`src/rtl/sp_ram_be.sv`:
```
// sp_ram_be: single-port synchronous RAM with request/ready handshake,
// per-byte write enables, selectable read-during-write behaviour, optional
// output register and a clear sequencer that fills the array with INIT_VALUE.
//
// Ports:
//   clk    - clock, rising edge
//   rst    - asynchronous active-high reset
//   init   - single-cycle request to re-run the clear sequence
//   req    - access request, accepted when req && ready
//   we     - 1 = write, 0 = read
//   be     - byte write enables, bit i covers din[8i+7:8i]
//   addr   - word address
//   din    - write data
//   ready  - block accepts a request this cycle
//   rvalid - one-cycle strobe, dout carries read data
//   dout   - read data, holds between strobes
//   err    - one-cycle strobe, accepted access addressed >= DEPTH
module sp_ram_be #(
    parameter int unsigned ADDR_WIDTH = 4,
    parameter int unsigned DATA_WIDTH = 8,
    parameter int unsigned DEPTH      = 16,
    parameter int unsigned RDW_MODE   = 0,
    parameter int unsigned OUT_REG    = 0,
    parameter logic [DATA_WIDTH-1:0] INIT_VALUE = '0
) (
    input  logic                    clk,
    input  logic                    rst,
    input  logic                    init,
    input  logic                    req,
    input  logic                    we,
    input  logic [DATA_WIDTH/8-1:0] be,
    input  logic [ADDR_WIDTH-1:0]   addr,
    input  logic [DATA_WIDTH-1:0]   din,
    output logic                    ready,
    output logic                    rvalid,
    output logic [DATA_WIDTH-1:0]   dout,
    output logic                    err
);

    localparam int unsigned NUM_BYTES   = DATA_WIDTH / 8;
    localparam int unsigned READ_FIRST  = 0;
    localparam int unsigned WRITE_FIRST = 1;
    // One extra bit so DEPTH == 2^ADDR_WIDTH is representable.
    localparam logic [ADDR_WIDTH:0]   DEPTH_X  = (ADDR_WIDTH + 1)'(DEPTH);
    localparam logic [ADDR_WIDTH-1:0] LAST_IDX = ADDR_WIDTH'(DEPTH - 1);

    typedef enum logic {
        CLEAR = 1'b0,
        RUN   = 1'b1
    } state_t;

    state_t                state;
    logic [ADDR_WIDTH-1:0] cnt;
    logic [DATA_WIDTH-1:0] mem [DEPTH];

    logic                  accept;
    logic                  in_range;
    logic [ADDR_WIDTH-1:0] idx;
    logic [DATA_WIDTH-1:0] old_word;
    logic [DATA_WIDTH-1:0] new_word;

    logic [DATA_WIDTH-1:0] s_dout;
    logic                  s_rvalid;
    logic                  s_err;

    assign accept   = req && ready;
    assign in_range = {1'b0, addr} < DEPTH_X;
    // Out-of-range addresses never touch the array; steer them to word 0.
    assign idx      = in_range ? addr : '0;
    assign old_word = mem[idx];

    // Byte-lane merge of write data into the current word.
    always_comb begin
        new_word = old_word;
        for (int i = 0; i < NUM_BYTES; i++) begin
            if (be[i]) begin
                new_word[8*i +: 8] = din[8*i +: 8];
            end
        end
    end

    // Clear/run sequencer; ready is registered alongside the state.
    always_ff @(posedge clk or posedge rst) begin
        if (rst) begin
            state <= CLEAR;
            cnt   <= '0;
            ready <= 1'b0;
        end else begin
            unique case (state)
                CLEAR: begin
                    if (init) begin
                        cnt <= '0;
                    end else if (cnt == LAST_IDX) begin
                        state <= RUN;
                        ready <= 1'b1;
                        cnt   <= '0;
                    end else begin
                        cnt <= cnt + ADDR_WIDTH'(1);
                    end
                end
                RUN: begin
                    if (init) begin
                        state <= CLEAR;
                        cnt   <= '0;
                        ready <= 1'b0;
                    end
                end
            endcase
        end
    end

    // Storage array; intentionally not reset, the sequencer defines contents.
    always_ff @(posedge clk) begin
        if (state == CLEAR) begin
            mem[cnt] <= INIT_VALUE;
        end else if (accept && we && in_range) begin
            mem[idx] <= new_word;
        end
    end

    // First output stage: strobes and data for the accepted access.
    always_ff @(posedge clk or posedge rst) begin
        if (rst) begin
            s_dout   <= '0;
            s_rvalid <= 1'b0;
            s_err    <= 1'b0;
        end else begin
            s_rvalid <= 1'b0;
            s_err    <= 1'b0;
            if (accept) begin
                s_err <= !in_range;
                if (!we || RDW_MODE == READ_FIRST) begin
                    s_rvalid <= 1'b1;
                    s_dout   <= in_range ? old_word : '0;
                end else if (RDW_MODE == WRITE_FIRST) begin
                    s_rvalid <= 1'b1;
                    s_dout   <= in_range ? new_word : '0;
                end
            end
        end
    end

    // Optional extra output register stage.
    if (OUT_REG != 0) begin : g_out_reg
        logic [DATA_WIDTH-1:0] p_dout;
        logic                  p_rvalid;
        logic                  p_err;

        always_ff @(posedge clk or posedge rst) begin
            if (rst) begin
                p_dout   <= '0;
                p_rvalid <= 1'b0;
                p_err    <= 1'b0;
            end else begin
                p_dout   <= s_dout;
                p_rvalid <= s_rvalid;
                p_err    <= s_err;
            end
        end

        assign dout   = p_dout;
        assign rvalid = p_rvalid;
        assign err    = p_err;
    end else begin : g_no_out_reg
        assign dout   = s_dout;
        assign rvalid = s_rvalid;
        assign err    = s_err;
    end

endmodule

```
`config.mk`:
```
export PLATFORM = sky130hd
export DESIGN_NAME = sp_ram_be
export DESIGN_NICKNAME = d
export VERILOG_FILES = /design/src/rtl/sp_ram_be.sv
export SDC_FILE = /design/constraint.sdc
export NUM_CORES = 1
export LEC_CHECK = 0
export BUFFER_PORTS_ARGS = -buffer_cell sky130_fd_sc_hd__buf_2
export CORE_MARGIN = 10
export CORE_UTILIZATION = 25
export DETAILED_ROUTE_END_ITERATION = 8
export GPL_TIMING_DRIVEN = 0
export HOLD_SLACK_MARGIN = 0.08
export PLACE_DENSITY = 0.4
export SLEW_MARGIN = 20
export SYNTH_ARGS = -nofsm -noshare
export SYNTH_HDL_FRONTEND = slang
export SYNTH_SLANG_ARGS = --single-unit
```
`constraint.sdc`:
```
create_clock -name clk -period 2.3 [get_ports clk]
set_input_delay 0.345 -clock clk [delete_from_list [all_inputs] [get_ports clk]]
set_output_delay 0.345 -clock clk [all_outputs]
set_load 0.03 [all_outputs]
```
# == Word-level counts from Yosys, hierarchy flattened ==
# Memory sizes are Yosys's and may differ from the RTL's.
# Index checks and enable logic that the tools add are counted.
# totals
register_bits,15
ramBits,128
inputBits,18
word_cells,37
n_memories,1
# op_classes
add_sub_neg,1
n_eq_ne,4
mux,21
bitwise_logic,1
reduce_logical,4
# mem_list
memory,words,width,rd,rd_clocked_by_memory_dff,wr,line_no,source
mem,16,8,1,0,1,54,logic [DATA_WIDTH-1:0] mem [DEPTH];
# op_table
op,n
$mux 4,4
$mux 8,2
$mux 1,12
$pmux 4 s2,1
$reduce_or 8->1,1
$ne 2x2->1 const B,3
$add 4x1->4 const B,1
$eq 4x4->1 const B,1
$pmux 1 s2,2
$reduce_and 3->1,1
$logic_and 1x1->1,2
$not 1->1,1

# == Depth between registers and ports, before layout ==
# logic_depth
word_depth,7
ltp_mapped,7
mapped_depth_nobuf,4

# == Worst setup path before layout ==
# No wires, ideal clock.
# synth_timing
path_kind,register -> register
from,register ready
to,"memory mem[10][0], enable pin"
setup_ns,0.370
t_arrival_ns,1.603
required_ns,1.930
slack_ns,0.326
stages_incl_launch_ff,5
path_buffers,1
cell_sequence,dfrtp_1 > and4_1 > clkbuf_1 > a32oi_1 > nor2_1
# synth_via
elab_chain_len,7
# synth_rtl
element,line_no,source
"start, declared",34,"output logic ready,"
"start signal, assigned",87,ready <= 1'b0;
"start signal, assigned",95,ready <= 1'b1;
"start signal, assigned",105,ready <= 1'b0;
$logic_and 1x1->1 (*),66,assign accept = req && ready;
$logic_and 1x1->1 (*),116,end else if (accept && we && in_range) begin
$mux 1 (*),116,
$mux 1 (*),114,if (state == CLEAR) begin
$mux 1 (implied by the code) (*),117,mem[idx] <= new_word;
$reduce_or 8->1 (no source line),n/a,
$mux 4 (no source line) / $mux 1 (equally long branches),n/a,
"end, declared",54,
# Mark *: on every way between the ends. The rest lies on a longest branch, timed or not.

# == Worst setup path in the final report ==
# layout_timing
from,register state
to,"memory mem[11][6], enable pin"
# layout_via
elab_chain_len,4
# layout_rtl
element,line_no,source
"start, declared",52,state_t state;
"start signal, assigned",85,state <= CLEAR;
"start signal, assigned",94,state <= RUN;
"start signal, assigned",103,state <= CLEAR;
$mux 1,114,
$mux 1 (implied by the code),117,
$reduce_or 8->1 (no source line),n/a,
$mux 4 (no source line) / $mux 1 (equally long branches),n/a,
# Parallel ways exist; a longest one is shown, timed or not.

==> impl_metrics.tcl <==
set metrics [dict create \
    status "complete, no violations" \
    detail_route.wl_per_cell_um 20.25 \
    syn-cell-area_mm2 0.005846 \
    grt_util_all_layers_pct 9.604 \
    num_antenna_cells 0 \
    synthAdderAreaFrac_pct 0.2140 \
    place_area_mm2 0.006357 \
    leakage_nw 2.625 \
    grt_pass1_vias 3178 \
    post-place-cells 664 \
    slew_violations 0 \
    synthSimpleGateAreaFrac_pct 3.039 \
    tightest_slew_ns 1.036 \
    skew_ns 0.01147 \
    synth_area_leader_cell "edfxtp_1" \
    synth.most_common_cell "edfxtp_1" \
    maxCapViolCount 0 \
    io_pins 29 \
    clock_sinks 143 \
    vias_per_cell 4.334 \
    stdcell_count 698 \
    synth_compound_area_share_pct 5.501 \
    fillCellCount 2261 \
    ys_top_cells_by_area "edfxtp_1 66%, mux4_2 9.2%, dfrtp_1 6.4%, mux2_2 3.1%, mux2_4 2.1%" \
    ys_types 37 \
    vdd.ir_drop.worst_mv 0.4978 \
    cts_max_level 4 \
    gp_congestion 0.7217 \
    slew_headroom_pct 30.93 \
    critical_path_class "flop to flop" \
    drtIter0Drc 205 \
    drc_errors 0 \
    setup_viol 0 \
    syn-instance-count 327 \
    synth_common_cells "128 x edfxtp_1, 24 x mux4_2, 24 x nor2_1" \
    ys.flop_type "edfxtp_1" \
    grt_pass1_wl_mm 21.18 \
    start_util_pct 25.59 \
    dr.pass1.iters 4 \
    r2r_start "state" \
    syn_avg_cell_area_um2 17.88 \
    startpoint "state" \
    synth_xor_area_share_pct 0.1498 \
    clockBufferDepth 2 \
    reg2regPathDepth 4 \
    synth_top_area_share_pct 65.75 \
    place_hpwl_mm 9.335 \
    synth_nets 346 \
    area_delta_synth_final_pct 22.77 \
    core_area_mm2 0.02285 \
    drive_gt1_share_pct 38.18 \
    fp-row-count 55 \
    rrSetupSlack_ns 0.04 \
    die-height_um 172.9 \
    finalWirelength_mm 14.14 \
    dieArea_mm2 0.02990 \
    synth_top_family_by_area "multiplexers" \
    fmax_ghz 0.4432 \
    hold_path_class "input port to flop" \
    port_buffers 24 \
    fin_crit_sh_pct 98.09 \
    postSynthRegisterBits 143 \
    design_area_mm2 0.007177 \
    vias 3025 \
    dp_slack_ns -0.5356 \
    cts_inserted_buffers 17 \
    arrival_ns 2.31 \
    cts_tree "yes" \
    setup_ws_ns 0.04384 \
    rsz0062_at_grt "true" \
    cp-start-kind "flop" \
    rr_endpoint "mem[11][6]" \
    grt_overflow 0 \
    async_flop_share_pct 10.49 \
    antenna_found_initial 0 \
    power_density_mw_per_mm2 895.3 \
    ys_seq_area_share_pct 72.17 \
    yosysWarnings 0 \
    nets 391 \
    dieWidth_um 172.9 \
    whs_ns 0.1849 \
    final_hold_viol_count 0 \
    finalCriticalPeriod_ns 2.256 \
    ant_nets 0 \
    grt_max_degree 17 \
    worstSkewPairLatency_ns 0.42 \
    critPathCapture "mem[11][6]" \
    synth-edff-count 128 \
    p_total_w 0.006425 \
    path_clk_slew_ns 0.06 \
    cts_root_buf "clkbuf_16" \
    critPathMaxFanout 10 \
    cp_data_required_time_ns 2.35 \
    synth.area.mux_share_pct 16.10 \
    crit_path_end_kind "flop" \
]
-- cell type report --
type | count | area, um^2 | share of cell area, %
Tap cell | 313 | 391.6 | 5.457
Multi-Input combinational cell | 153 | 1614 | 22.49
Clock buffer | 18 | 429.2 | 5.980
Inverter | 14 | 52.55 | 0.7322
Clock inverter | 14 | 205.2 | 2.859
Timing Repair Buffer | 27 | 157.7 | 2.197
Buffer | 16 | 107.6 | 1.499
Sequential cell | 143 | 4219 | 58.79
-- worst max-delay path: stages (launching register included) --
cell     delay, ns
dfrtp_1       0.32
buf_2         0.19
and4_1        0.49
a32oi_1       0.37
nor2_2        0.52
-- routing by layer --
| metal | up-vias | wire (um) | track usage, % |
|---|---|---|---|
| met5 | - | 0 | 0 |
| met4 | 0 | 260 | 4.024 |
| met3 | 14 | 463 | 2.265 |
| met2 | 58 | 6765 | 14.64 |
| met1 | 1567 | 6646 | 12.83 |
| li1 | 1386 | - | - |
-- cell usage in the layout (no fill, tap or decap), types with 10 or more instances in the layout --
cell type | synthesis | routed
edfxtp_1 | 128 | 128
buf_2 | 6 | 29
mux4_2 | 24 | 24
clkbuf_16 | 0 | 17
mux2_2 | 16 | 16
o22ai_1 | 16 | 16
dfrtp_1 | 15 | 15
nor2_4 | 0 | 13
inv_1 | 12 | 12
a21oi_1 | 11 | 11
mux2i_1 | 10 | 10
-- sequential cells by signal (all words and copies together) (netlist names) --
| name | cells |
|---|---|
| rvalid | 1 |
| ready | 1 |
| dout | 8 |
| state | 1 |
| cnt | 4 |
| mem | 128 |
-- worst min-delay path by stage --
stage / from / endpoint / slack, ns / cells after the start
2_1_floorplan: rst / cnt[0] / 0.25 / 1
3_3_place_gp: rst / dout[7] / 0.43 / 2
3_5_place_dp: rst / dout[0] / 0.44 / 2
4_1_cts: init / cnt[2] / 0.17 / 2
5_1_grt: init / cnt[2] / 0.18 / 2
6_report: init / cnt[2] / 0.18 / 2
-- logic make-up after synthesis --
logic type	Yosys count
DFF	143
muxes	58
AOI/OAI and AO/OA	53
and+or+nand+nor	39
buffers and inverters	31
adders and majority gates	1
other	1
xor gates and xnor gates	1
-- report_power, final --
| part | leakage, nW | total, W | internal (W) | switching [W] |
|---|---|---|---|---|
| registers | 1.55 | 0.00294 | 0.00290 | 0.0000460 |
| logic | 0.770 | 0.000545 | 0.000208 | 0.000337 |
| clock network | 0.307 | 0.00294 | 0.00184 | 0.00110 |
-- through the flow --
step | setup TNS (ns) | util, %
2_1_floorplan | 0 | -
3_3_place_gp | -105.03 | 27.83
3_5_place_dp | -100.74 | 27.83
4_1_cts | -7.358 | 30.98
5_1_grt | -1.903 | 31.41
6_report | 0 | 31.41
-- what timing repair did --
action | 4_1_cts | 5_1_grt
hold endpoints to repair | 15 | 0
gates resized for setup | 28 | 15
setup buffers | 0 | 2
setup endpoints to repair | 256 | 128
pin swaps | 0 | 2
hold buffers | 1 | 0
Power figures use the tool's default switching activity.
